## src/rtl/cache_arbiter_pkg.sv

```systemverilog
// Shared types for the cache-to-memory arbitration slice: line type,
// arbiter FSM states, client identifiers and the line-offset width.
package lc3b_types;

    // Byte-offset bits inside one 16-byte line; these are zeroed on the memory address.
    localparam int LINE_OFFSET_W = 4;

    typedef logic [127:0] lc3b_line;

    typedef enum logic [1:0] {
        IDLE    = 2'd0,
        SERVE_I = 2'd1,
        SERVE_D = 2'd2,
        RELEASE = 2'd3
    } arb_state_t;

    typedef enum logic {
        CLIENT_I = 1'b0,
        CLIENT_D = 1'b1
    } arb_client_t;

endpackage

```

## src/rtl/cache_arbiter_select.sv

```systemverilog
// cache_arb_select: combinational winner pick between the I-cache and
// D-cache requests. With CACHE_ARB_ROUND_ROBIN_EN defined, a tie goes to the
// client that did not win last time; otherwise the D-cache wins every tie.
module cache_arb_select
    import lc3b_types::*;
(
    input  logic        req_i,
    input  logic        req_d,
`ifdef CACHE_ARB_ROUND_ROBIN_EN
    input  arb_client_t last_grant,
`endif
    output logic        grant_valid,
    output arb_client_t grant_client
);

    // Pick the winner among the currently asserted requests.
    always_comb begin
        grant_valid  = req_i | req_d;
        grant_client = CLIENT_I;
        if (req_i && req_d) begin
`ifdef CACHE_ARB_ROUND_ROBIN_EN
            grant_client = (last_grant == CLIENT_I) ? CLIENT_D : CLIENT_I;
`else
            grant_client = CLIENT_D;
`endif
        end else if (req_d) begin
            grant_client = CLIENT_D;
        end else begin
            grant_client = CLIENT_I;
        end
    end

endmodule

```

## src/rtl/cache_arbiter.sv

```systemverilog
// cache_arbiter: shares one line-granular memory port between the I-cache
// and the D-cache. One transfer at a time: grant in IDLE, hold the latched
// request in SERVE_x until mem_resp, then a one-cycle RELEASE gap so the
// served cache can drop its request before the next arbitration.
// Optional feature macro: CACHE_ARB_ROUND_ROBIN_EN (round-robin tie break).
module cache_arbiter
    import lc3b_types::*;
#(
    parameter int ADDR_W = 16,
    parameter int LINE_W = 128
) (
    input  logic              clk,
    input  logic              reset,
    input  logic              i_pmem_read,
    input  logic [ADDR_W-1:0] i_pmem_address,
    output logic [LINE_W-1:0] i_pmem_rdata,
    output logic              i_pmem_resp,
    input  logic              d_pmem_read,
    input  logic              d_pmem_write,
    input  logic [ADDR_W-1:0] d_pmem_address,
    input  logic [LINE_W-1:0] d_pmem_wdata,
    output logic [LINE_W-1:0] d_pmem_rdata,
    output logic              d_pmem_resp,
    output logic              mem_read,
    output logic              mem_write,
    output logic [ADDR_W-1:0] mem_address,
    output logic [LINE_W-1:0] mem_wdata,
    input  logic [LINE_W-1:0] mem_rdata,
    input  logic              mem_resp
);

    // Clear the byte offset so memory always sees a line-aligned address.
    function automatic logic [ADDR_W-1:0] line_align(input logic [ADDR_W-1:0] addr);
        return {addr[ADDR_W-1:LINE_OFFSET_W], {LINE_OFFSET_W{1'b0}}};
    endfunction

    arb_state_t        state_q, state_d;
    logic              op_write_q, op_write_d;
    logic [ADDR_W-1:0] addr_q, addr_d;
    logic [LINE_W-1:0] wdata_q, wdata_d;
    logic              grant_valid;
    arb_client_t       grant_client;

`ifdef CACHE_ARB_ROUND_ROBIN_EN
    arb_client_t       last_grant_q, last_grant_d;
`endif

    cache_arb_select u_select (
        .req_i        (i_pmem_read),
        .req_d        (d_pmem_read | d_pmem_write),
`ifdef CACHE_ARB_ROUND_ROBIN_EN
        .last_grant   (last_grant_q),
`endif
        .grant_valid  (grant_valid),
        .grant_client (grant_client)
    );

    // State and latched-request registers; reset aborts any transfer in flight.
    always_ff @(posedge clk or posedge reset) begin
        if (reset) begin
            state_q      <= IDLE;
            op_write_q   <= 1'b0;
            addr_q       <= {ADDR_W{1'b0}};
            wdata_q      <= {LINE_W{1'b0}};
`ifdef CACHE_ARB_ROUND_ROBIN_EN
            last_grant_q <= CLIENT_I;
`endif
        end else begin
            state_q      <= state_d;
            op_write_q   <= op_write_d;
            addr_q       <= addr_d;
            wdata_q      <= wdata_d;
`ifdef CACHE_ARB_ROUND_ROBIN_EN
            last_grant_q <= last_grant_d;
`endif
        end
    end

    // Next state: grant and latch in IDLE, wait for mem_resp, then one release cycle.
    always_comb begin
        state_d      = state_q;
        op_write_d   = op_write_q;
        addr_d       = addr_q;
        wdata_d      = wdata_q;
`ifdef CACHE_ARB_ROUND_ROBIN_EN
        last_grant_d = last_grant_q;
`endif
        case (state_q)
            IDLE: begin
                if (grant_valid) begin
                    if (grant_client == CLIENT_D) begin
                        state_d    = SERVE_D;
                        // A simultaneous read+write is treated as a write-back.
                        op_write_d = d_pmem_write;
                        addr_d     = line_align(d_pmem_address);
                        wdata_d    = d_pmem_wdata;
                    end else begin
                        state_d    = SERVE_I;
                        op_write_d = 1'b0;
                        addr_d     = line_align(i_pmem_address);
                        wdata_d    = {LINE_W{1'b0}};
                    end
`ifdef CACHE_ARB_ROUND_ROBIN_EN
                    last_grant_d = grant_client;
`endif
                end else begin
                    state_d = IDLE;
                end
            end
            SERVE_I, SERVE_D: begin
                if (mem_resp) begin
                    state_d = RELEASE;
                end else begin
                    state_d = state_q;
                end
            end
            RELEASE: state_d = IDLE;
            default: state_d = IDLE;
        endcase
    end

    // Memory strobes and client responses, routed only to the granted cache.
    always_comb begin
        mem_read     = 1'b0;
        mem_write    = 1'b0;
        i_pmem_resp  = 1'b0;
        d_pmem_resp  = 1'b0;
        i_pmem_rdata = {LINE_W{1'b0}};
        d_pmem_rdata = {LINE_W{1'b0}};
        case (state_q)
            SERVE_I: begin
                mem_read     = 1'b1;
                i_pmem_resp  = mem_resp;
                i_pmem_rdata = mem_rdata;
            end
            SERVE_D: begin
                mem_read     = ~op_write_q;
                mem_write    = op_write_q;
                d_pmem_resp  = mem_resp;
                d_pmem_rdata = mem_rdata;
            end
            default: begin
                mem_read  = 1'b0;
                mem_write = 1'b0;
            end
        endcase
    end

    assign mem_address = addr_q;
    assign mem_wdata   = wdata_q;

endmodule

```

## config.mk

```make
export PLATFORM = sky130hd
export DESIGN_NAME = cache_arbiter
export DESIGN_NICKNAME = d
export VERILOG_FILES = /design/src/rtl/cache_arbiter_pkg.sv /design/src/rtl/cache_arbiter_select.sv /design/src/rtl/cache_arbiter.sv
export SDC_FILE = /design/constraint.sdc
export NUM_CORES = 1
export LEC_CHECK = 0
export CAP_MARGIN = 5
export CORE_AREA = 2 2 271 273
export CTS_BUF_LIST = sky130_fd_sc_hd__clkbuf_8 sky130_fd_sc_hd__clkbuf_16
export DETAILED_ROUTE_END_ITERATION = 12
export DIE_AREA = 0 0 273 275
export SLEW_MARGIN = 0
export SYNTH_ARGS = -nofsm -noshare
export SYNTH_HDL_FRONTEND = slang
export SYNTH_SLANG_ARGS = --single-unit
export TNS_END_PERCENT = 100
```

## constraint.sdc

```tcl
create_clock -name clk -period 4 [get_ports clk]
set_input_delay 0.4 -clock clk [delete_from_list [all_inputs] [get_ports clk]]
set_output_delay 0.4 -clock clk [all_outputs]
set_load 0.02 [all_outputs]
```

==> impl_metrics.yaml <==
critical_path:
  worstPathArrival_ns: 2.95
  worstSetupStartpoint: "state_q[1]$_DFFE_PP0P_"
  worstPathCellList: "inv_1 -> ha_4 -> buf_4 -> and2_1 -> clkdlybuf4s50_1"
  endpoint_kind: "primary output"
  path_buf_inv: 3
  regToRegSetupSlack_ns: 1.97
  crit_path_end: "i_pmem_rdata[70]"
  crit_required_ns: 3.60
  crit_path_start_kind: "flop"
  worst-path-max-fanout: 76
  reg2reg_depth: 6
  r2r_start: "state_q[1]$_DFFE_PP0P_"
  crit_family: "buffers and inverters"
  timing_worst_setup_path_type: "flop to primary output"
  rr_endpoint: "mem_wdata[51]$_DFFE_PP0P_"
  cp.depth: 5
  max_stage_delay_ns: 0.62
  critPathSlowestCell: "clkdlybuf4s50_1"
hold_path:
  hp-class: "flop to flop"
  min_from: "mem_wdata[32]$_DFFE_PP0P_"
placement:
  dp.final_hpwl_microns: 40700
  gp_congestion: 0.847
  io_buffers: 685
finish:
  post-route-util_pct: 21.6
  fill_cells: 7837
  area_growth_pct: 122
  drive_above_1_share_pct: 3.47
  nNetsFinal: 1639
pwr:
  leakage_nw: 6.18
  sw_frac_of_total_pct: 42.9
  p_int_mw: 6.63
  p_total_mw: 11.6
  seqPwrFrac_pct: 21.8
  switchingPower_mw: 4.99
  peakVddDrop_v: 0.000390
  combPwrFrac_pct: 63.6
  pwr-share-clk_pct: 14.6
  p_per_area_mw_per_mm2: 744
die:
  fp.coreArea_sq_mm: 0.0723
  die-area_sq_mm: 0.0751
  ios: 698
  die_y_microns: 275
  fp.dieW_microns: 273
  initial_core_util_pct: 9.75
  rows: 99
global_route:
  grt_use_total_pct: 12.3
  antenna_found_initial: 15
  overflow: 0
  grt_pass1_vias: 8136
  grt_pass1_wl_microns: 64500
  grt_max_degree: 107
clocking:
  clkSinkCount: 143
  clock_path_buffers: 2
  post_cts_buffers: 0
  cts_inserted_buffers: 17
  clkTransAtPathRegs_ns: 0.06
  cts_resized: 0
  hold_buffers: 0
  htreeDepth: 4
  insertion_delay_ns: 0.45
  cts_tree: "done"
  cts_root_buf: "clkbuf_16"
sta:
  max_freq_ghz: 0.299
  period_minus_slack_ns: 3.35
  finalHoldViolCount: 0
  setup_violations: 0
  rsz0062_at_grt: "false"
  slew_violations: 0
  worst_pin_slew_ns: 0.955
  fin_tns_setup_ns: 0
  max_slew_margin_pct: 36.2
  finClkSkew_ns: 0.00898
  period_share_pct: 83.6
detailed_routing:
  drt_pass1_iterations: 4
  via_count: 7921
  drt-initial-drc-count: 249
  drc_errors: 0
  wl_per_cell_microns: 20.9
  ant_nets: 0
  vias_per_cell: 3.42
  wl_microns: 48600
synthesis:
  postSynthRegisterBits: 143
  seq_area_frac_synth_pct: 50.7
  syn_area_sq_mm: 0.00705
  synth_cells: 691
  syn_area_per_cell_sq_um: 10.2
  synth_warnings: 0
  ys_types: 22
run_status:
  status: "completed"
job:
  max_cap_violations: 0
## worst min-delay path by stage
| stage | endpoint | depth (start not counted) | slack (ns) |
|---|---|---|---|
| after global routing | mem_wdata[86]$_DFFE_PP0P_ | 2 | 0.49 |
| after CTS | mem_wdata[84]$_DFFE_PP0P_ | 3 | 0.47 |
| after detailed placement | mem_wdata[32]$_DFFE_PP0P_ | 2 | 0.46 |
| final | mem_wdata[32]$_DFFE_PP0P_ | 2 | 0.46 |
| after floorplan | op_write_q$_DFFE_PP0P_ | 2 | 0.46 |
| after global placement | mem_wdata[116]$_DFFE_PP0P_ | 2 | 0.46 |
## sequential cells by signal, indices dropped and copies added, names as in the netlist
name,cells
op_write_q,1
state_q,2
mem_wdata,128
mem_address,12
## per-layer routing
layer	wire (microns)	track usage [%]	up-vias
met5	35	0	-
met4	872	3.52	6
met3	4250	3.59	55
met2	24700	22.4	468
met1	18700	14.0	3777
li1	-	-	3615
## cells by family (layout without fill, tap and decap cells)
logic type	Yosys count	after routing	synth area share, %
buf+inv	68	729	4.10
mux	12	12	1.70
compound gates	127	127	15.3
simple gates	337	337	27.6
fa+ha+maj	3	3	0.532
flops	143	143	50.7
other cells	1	8	0.0532
## synthesized netlist by cell type
library cell | number | share of area (%)
a211oi_1 | 1 | 0.11
a22o_1 | 110 | 14
and2_1 | 259 | 23
and3_1 | 1 | 0.089
buf_1 | 4 | 0.21
buf_2 | 12 | 0.85
buf_4 | 5 | 0.53
clkbuf_1 | 44 | 2.3
conb_1 | 1 | 0.053
dfrtp_1 | 143 | 51
ha_1 | 3 | 0.53
inv_1 | 3 | 0.16
mux2i_1 | 12 | 1.7
nand2_1 | 52 | 2.8
nand3_1 | 18 | 1.3
nor2_1 | 3 | 0.16
nor2b_1 | 3 | 0.27
o21a_1 | 2 | 0.21
o21ai_0 | 12 | 0.85
o31ai_4 | 1 | 0.30
o41ai_1 | 1 | 0.12
or2_2 | 1 | 0.089
## metrics by stage
stage               worst slack (ns)  hold WS, ns  std cells  instance area, sq um
detailed placement              1.13        0.455       2282                 15000
CTS                            0.596        0.468       2314                 15600
floorplan                       1.81        0.460        694                  7070
finish                         0.654        0.461       2318                 15600
global placement                1.20        0.460       2282                 15000
global route                   0.410        0.491       2314                 15600
## worst register-to-register path: cells and delay by family (launching register included)
| family | cells | cell delay [ns] |
|---|---|---|
| compound gates | 2 | 0.55 |
| fa+ha+maj | 1 | 0.20 |
| buf+inv | 3 | 0.75 |
| flops | 1 | 0.42 |
## power groups by stage
stage	clock (mW)	sequential, mW	combinational, mW
2_1_floorplan	0	3.26	2.88
3_3_place_gp	0	2.53	7.45
3_5_place_dp	0	2.51	7.52
4_1_cts	1.77	2.54	7.52
5_1_grt	1.81	2.62	7.86
6_report	1.69	2.53	7.39
## final cells by class
cell class | count | area, sq um | area share, %
Inverter | 3 | 15.0 | 0.0961
Clock inverter | 14 | 164 | 1.05
Timing Repair Buffer | 694 | 6990 | 44.7
Tap cell | 959 | 1200 | 7.68
Sequential cell | 143 | 3580 | 22.9
Antenna cell | 4 | 10.0 | 0.0641
Multi-Input combinational cell | 483 | 3230 | 20.7
Clock buffer | 18 | 439 | 2.81
## cells in the final DEF (no fill, tap or decap)
| cell type | netlist | routed |
|---|---|---|
| clkdlybuf4s50_1 | 0 | 685 |
| nand3_1 | 18 | 18 |
| nor2_2 | 0 | 1 |
| o41ai_1 | 1 | 1 |
| o31ai_4 | 1 | 1 |
| a211oi_1 | 1 | 1 |
| mux2i_1 | 12 | 12 |
| ha_4 | 0 | 2 |
| clkinv_2 | 0 | 4 |
| diode_2 | 0 | 4 |
| and2_1 | 259 | 259 |
| and3_1 | 1 | 1 |
| a22o_1 | 110 | 110 |
| nand2_1 | 52 | 52 |
| ha_1 | 3 | 1 |
| conb_1 | 1 | 4 |
| clkinvlp_4 | 0 | 3 |
| dfrtp_1 | 143 | 143 |
| inv_1 | 3 | 3 |
| clkbuf_16 | 0 | 17 |
| clkbuf_8 | 0 | 1 |
| clkinv_4 | 0 | 1 |
| nor2_1 | 3 | 2 |
| buf_4 | 5 | 4 |
| o21ai_0 | 12 | 12 |
| inv_6 | 0 | 3 |
| o21a_4 | 0 | 1 |
| bufinv_16 | 0 | 3 |
| nor2b_1 | 3 | 3 |
| buf_12 | 0 | 5 |
| o21a_1 | 2 | 1 |
| or2_2 | 1 | 1 |
(Power assumes the default switching activity.)
